### src/rtl/io_po_bank.sv
`default_nettype none
// ============================================================================
//  Module   : io_po_bank
//  Purpose  : Fabric-to-SoC output bank: bypass, one-stage register or
//             show-ahead FIFO, with sticky overflow flag and occupancy.
//  Revision : 1.0  initial release
// ============================================================================
module io_po_bank #(
    parameter int WIDTH = 8,
    parameter int DEPTH = 4,
    parameter int LW    = $clog2(DEPTH) + 1
) (
    input  logic             clk,
    input  logic             rst_n,
    input  logic [1:0]       cfg_mode,
    input  logic [WIDTH-1:0] io_po_core_outpad,
    input  logic             io_po_core_valid,
    output logic             io_po_core_ready,
    output logic [WIDTH-1:0] gfpga_pad_poutput_F2A,
    output logic             soc_valid_o,
    input  logic             soc_ready_i,
    output logic             overflow_o,
    input  logic             ovf_clr_i,
    output logic [LW-1:0]    level_o
);

    localparam int            c_AW        = $clog2(DEPTH);
    localparam logic [1:0]    c_MODE_BYP  = 2'b00;
    localparam logic [1:0]    c_MODE_REG  = 2'b01;
    localparam logic [1:0]    c_MODE_FIFO = 2'b10;
    localparam logic [LW-1:0] c_FULL_LVL  = LW'(DEPTH);

    logic [1:0]       r_prev_mode;
    logic [WIDTH-1:0] r_out_reg;
    logic             r_out_vld;
    logic [c_AW-1:0]  r_wr_ptr;
    logic [c_AW-1:0]  r_rd_ptr;
    logic [LW-1:0]    r_level;
    logic             r_ovf;
    logic [WIDTH-1:0] r_mem [DEPTH];

    logic             w_mode_chg;
    logic             w_full;
    logic             w_empty;
    logic             w_push;
    logic             w_pop;
    logic             w_ovf_set;
    logic [LW-1:0]    w_lvl_nxt;

    assign w_mode_chg = (cfg_mode != r_prev_mode);
    assign w_full     = (r_level == c_FULL_LVL);
    assign w_empty    = (r_level == '0);

    // On a mode-change edge the bank only flushes; the new mode acts next cycle.
    assign w_push = (cfg_mode == c_MODE_FIFO) && !w_mode_chg && io_po_core_valid && !w_full;
    assign w_pop  = (cfg_mode == c_MODE_FIFO) && !w_mode_chg && !w_empty && soc_ready_i;

    assign w_ovf_set = !w_mode_chg &&
                       (((cfg_mode == c_MODE_REG) && r_out_vld && !soc_ready_i && io_po_core_valid) ||
                        ((cfg_mode == c_MODE_FIFO) && w_full && io_po_core_valid));

    assign w_lvl_nxt = r_level + LW'(w_push) - LW'(w_pop);

    always_ff @(posedge clk) begin
        if (!rst_n) begin
            r_prev_mode <= 2'b00;
            r_out_reg   <= '0;
            r_out_vld   <= 1'b0;
            r_wr_ptr    <= '0;
            r_rd_ptr    <= '0;
            r_level     <= '0;
            r_ovf       <= 1'b0;
        end else begin
            r_prev_mode <= cfg_mode;

            if (w_ovf_set) begin
                r_ovf <= 1'b1;
            end else if (ovf_clr_i) begin
                r_ovf <= 1'b0;
            end

            if (w_mode_chg) begin
                r_out_reg <= '0;
                r_out_vld <= 1'b0;
                r_wr_ptr  <= '0;
                r_rd_ptr  <= '0;
                r_level   <= '0;
            end else if (cfg_mode == c_MODE_REG) begin
                r_out_reg <= io_po_core_outpad;
                r_out_vld <= io_po_core_valid;
            end else if (cfg_mode == c_MODE_FIFO) begin
                // Pointers are c_AW bits wide, so they wrap modulo DEPTH for free.
                if (w_push) begin
                    r_wr_ptr <= r_wr_ptr + 1'b1;
                end
                if (w_pop) begin
                    r_rd_ptr <= r_rd_ptr + 1'b1;
                end
                r_level <= w_lvl_nxt;
            end
        end
    end

    always_ff @(posedge clk) begin
        if (rst_n && w_push) begin
            r_mem[r_wr_ptr] <= io_po_core_outpad;
        end
    end

    always_comb begin
        gfpga_pad_poutput_F2A = r_out_reg;
        soc_valid_o           = 1'b0;
        io_po_core_ready      = 1'b0;
        level_o               = r_level;
        case (cfg_mode)
            c_MODE_BYP: begin
                gfpga_pad_poutput_F2A = io_po_core_outpad;
                soc_valid_o           = io_po_core_valid;
                io_po_core_ready      = soc_ready_i;
                level_o               = '0;
            end
            c_MODE_REG: begin
                gfpga_pad_poutput_F2A = r_out_reg;
                soc_valid_o           = r_out_vld;
                io_po_core_ready      = rst_n;
            end
            c_MODE_FIFO: begin
                // An empty FIFO presents zero rather than stale storage.
                gfpga_pad_poutput_F2A = w_empty ? '0 : r_mem[r_rd_ptr];
                soc_valid_o           = !w_empty;
                io_po_core_ready      = !w_full;
            end
            default: begin
                gfpga_pad_poutput_F2A = r_out_reg;
                soc_valid_o           = 1'b0;
                io_po_core_ready      = 1'b0;
            end
        endcase
    end

    assign overflow_o = r_ovf;

endmodule
`default_nettype wire
### config.mk
export PLATFORM = sky130hd
export DESIGN_NAME = io_po_bank
export DESIGN_NICKNAME = d
export VERILOG_FILES = /design/src/rtl/io_po_bank.sv
export SDC_FILE = /design/constraint.sdc
export NUM_CORES = 1
export LEC_CHECK = 0
export CAP_MARGIN = 20
export CORE_ASPECT_RATIO = 1.4
export CORE_MARGIN = 2
export CORE_UTILIZATION = 50
export DETAILED_ROUTE_END_ITERATION = 8
export PLACE_DENSITY = 0.7
export REMOVE_ABC_BUFFERS = 1
export SETUP_SLACK_MARGIN = 0.1
export SYNTH_ARGS = -nofsm -noshare
export SYNTH_HDL_FRONTEND = slang
export SYNTH_SLANG_ARGS = --single-unit
### constraint.sdc
create_clock -name clk -period 3.13 [get_ports clk]
set_input_delay 0.626 -clock clk [delete_from_list [all_inputs] [get_ports clk]]
set_output_delay 0.626 -clock clk [all_outputs]
set_load 0.005 [all_outputs]
==> impl_metrics.json <==
{
  "portBuffers": 28,
  "ys.flop_type": "edfxtp_1",
  "synthTopCellsByCount": "edfxtp_1, nand2_1, dfxtp_1, a21oi_1, nor2_1",
  "ir_worst_vdd_v": 0.0002075,
  "start_util_pct": 51.81,
  "yosys.cell_count.top_type": "edfxtp_1",
  "critPathLaunchType": "input port",
  "leakagePower_nw": 0.9839,
  "power.total_mw": 1.237,
  "crit_top_cell": "buf_4",
  "layout.nets": 249,
  "path_delay_family": "buffers and inverters",
  "pwr-share-comb_pct": 8.5,
  "timing.final.crit_share_pct": 91.21,
  "ios": 29,
  "syn_avg_cell_area_um2": 12.60,
  "slowest_delay_ns": 0.46,
  "tightest_slew_ns": 0.4791,
  "cp.arrival_ns": 2.23,
  "via_per_inst": 5.507,
  "synth_cells": 185,
  "drtIter0Drc": 67,
  "htreeDepth": 2,
  "p_sw_uw": 282.0,
  "pwr-share-clk_pct": 31.2,
  "largest_reg_flops": 32,
  "clockRootBuffer": "clkbuf_8",
  "fin_crit_ns": 2.855,
  "cp-end-kind": "output pin",
  "grt_pass1_vias": 1682,
  "crit_end": "gfpga_pad_poutput_F2A[5]",
  "area_growth_pct": 21.85,
  "grt_pass1_wl_um": 8280,
  "power.density_mw_per_mm2": 435.5,
  "crit_start": "cfg_mode[0]",
  "path_clk_slew_ns": 0.10,
  "die_x_um": 61.71,
  "clk_latency_ns": 0.30,
  "drc_errors": 0,
  "dpl.hpwl_um": 3637,
  "rsz0062_at_grt": "no",
  "place_congestion": 0.9094,
  "grt_usage_pct": 21.49,
  "die_y_um": 84.79,
  "grt_start_max_net_pins": 18,
  "reg2reg_slack_ns": 0.49,
  "setup_ws_ns": 0.2750,
  "core_mm2": 0.004499,
  "cp.depth": 7,
  "vias": 1597,
  "ys_seq_elements": 53,
  "path_buf_inv": 4,
  "slew_headroom_pct": 68.06,
  "intPower_uw": 955.0,
  "gr-total-overflow": 0,
  "cts_max_path_buffers": 2,
  "crit_fanout": 8,
  "hp-class": "reg2reg",
  "syn_area_mm2": 0.002331,
  "dieArea_mm2": 0.005232,
  "synth_top_area_share_pct": 41.22,
  "ant_nets": 0,
  "crit_chain": "dlygate4sd2_1 -> buf_4 -> nand2b_1 -> nor2_1 -> buf_4 -> a221o_1 -> clkdlybuf4s50_1",
  "r2r_end": "r_level[2]",
  "seqPwrFrac_pct": 60.2,
  "status": "completed",
  "postLayoutCoreUtil_pct": 63.13,
  "ys_types": 36,
  "dp_slack_ns": -0.1842,
  "cts_tree": "done",
  "rows": 29,
  "yosys-top-cells-area": "edfxtp_1, dfxtp_1, mux4_2",
  "r2r-start": "r_level[1]",
  "maxCapViolations": 0,
  "min_path_cells": 2,
  "critPathKind": "in2out",
  "cts-buffers-inserted": 5,
  "clkSinkCount": 53,
  "finClkSkew_ns": 0.007264,
  "cts_hold_buffers": 0,
  "routed_wirelength_um": 5041,
  "fmax_ghz": 0.3503,
  "wl_per_cell_um": 17.38,
  "synth_top_cell_by_area": "edfxtp_1",
  "r2r_cells": 12,
  "sw_frac_of_total_pct": 22.80,
  "dr.pass1.iters": 4,
  "drv_slew": 0,
  "drive_gt1_share_pct": 14.47,
  "antenna_found_initial": 0,
  "synth-seq-area-share_pct": 59.26,
  "required_ns": 2.50,
  "diodes": 0,
  "yosys_warnings": 0,
  "synth_edf_count": 32,
  "critPathSlowestCell": "clkdlybuf4s50_1",
  "final_hold_viol_count": 0,
  "async_flop_share_pct": 0,
  "setup_viol": 0
}
==> worst min-delay path, stage by stage (launching register included) <==
cell	delay [ns]
dfxtp_1	0.32
nand2_1	0.05
a21oi_1	0.06
==> final cells by class <==
type / instances / area, µm²
timing repair buffer: 43 / 390.4
multi-input combinational: 118 / 877.1
inverter: 6 / 22.52
clock inverter: 3 / 21.27
clock buffer: 5 / 68.82
tap: 62 / 77.57
sequential: 53 / 1383
fill: 395 / 1659
==> power by group through the flow <==
stage / combinational [mW] / clock, mW / sequential (mW)
after global routing: 0.115 / 0.423 / 0.745
after detailed placement: 0.106 / 0 / 0.761
final: 0.106 / 0.386 / 0.745
after global placement: 0.102 / 0 / 0.761
after CTS: 0.106 / 0.395 / 0.745
after floorplan: 0.0372 / 0 / 0.760
==> logic make-up after synthesis <==
kind of cell	share of synthesized area [%]
AND/OR/NAND/NOR	15.08
AO/OA/AOI/OAI	7.891
adder cells (fa/ha/maj)	4.079
buffers and inverters	3.113
flip-flops	59.26
multiplexers	8.320
XOR/XNOR	2.254
==> worst min-delay path by stage <==
stage                 startpoint            to
floorplan           r_out_reg[0]  r_out_reg[0]
CTS                 r_out_reg[5]  r_out_reg[5]
global placement    r_out_reg[2]  r_out_reg[2]
finish              r_out_reg[5]  r_out_reg[5]
global route        r_out_reg[2]  r_out_reg[2]
detailed placement  r_out_reg[5]  r_out_reg[5]
==> metrics by stage <==
stage / hold WS [ns] / TNS [ns] / instances / area, µm²
after floorplan: 0.4365 / 0 / 177 / 2281
after global placement: 0.4451 / -0.04493 / 282 / 2751
after detailed placement: 0.4501 / -0.1842 / 282 / 2751
after CTS: 0.4638 / 0 / 290 / 2840
after global routing: 0.4886 / 0 / 290 / 2840
final: 0.4649 / 0 / 290 / 2840
==> repair_timing <==
item | 4_1_cts | 5_1_grt
gates resized for setup | 3 | 0
endpoints found under the setup margin | 8 | 0
setup buffers | 0 | 0
==> layer usage <==
layer  track usage (%)  vias to the layer above  wire length [µm]
li1                  -                      756                 -
met1             26.76                      781              2027
met2             35.69                       50              2720
met3             4.314                       10               191
met4             8.124                        0               103
met5                 0                        -                 0
==> layout by cell type (no fill, tap or decap), types with 4 or more instances in the layout <==
cell type        synthesis  routed
a21oi_1                 13      13
a221o_1                  7       7
and2_1                   5       5
and3_1                   6       6
buf_4                    0      15
clkbuf_8                 0       5
clkdlybuf4s50_1          0      26
dfxtp_1                 21      20
edfxtp_1                32      32
ha_1                     6       6
inv_1                    6       6
mux4_2                   7       7
nand2_1                 23      23
nor2_1                  10      10
nor3b_1                  8       8
o21ai_0                  4       4
xnor2_1                  5       5
No activity file was read; power rests on OpenSTA's default activity.
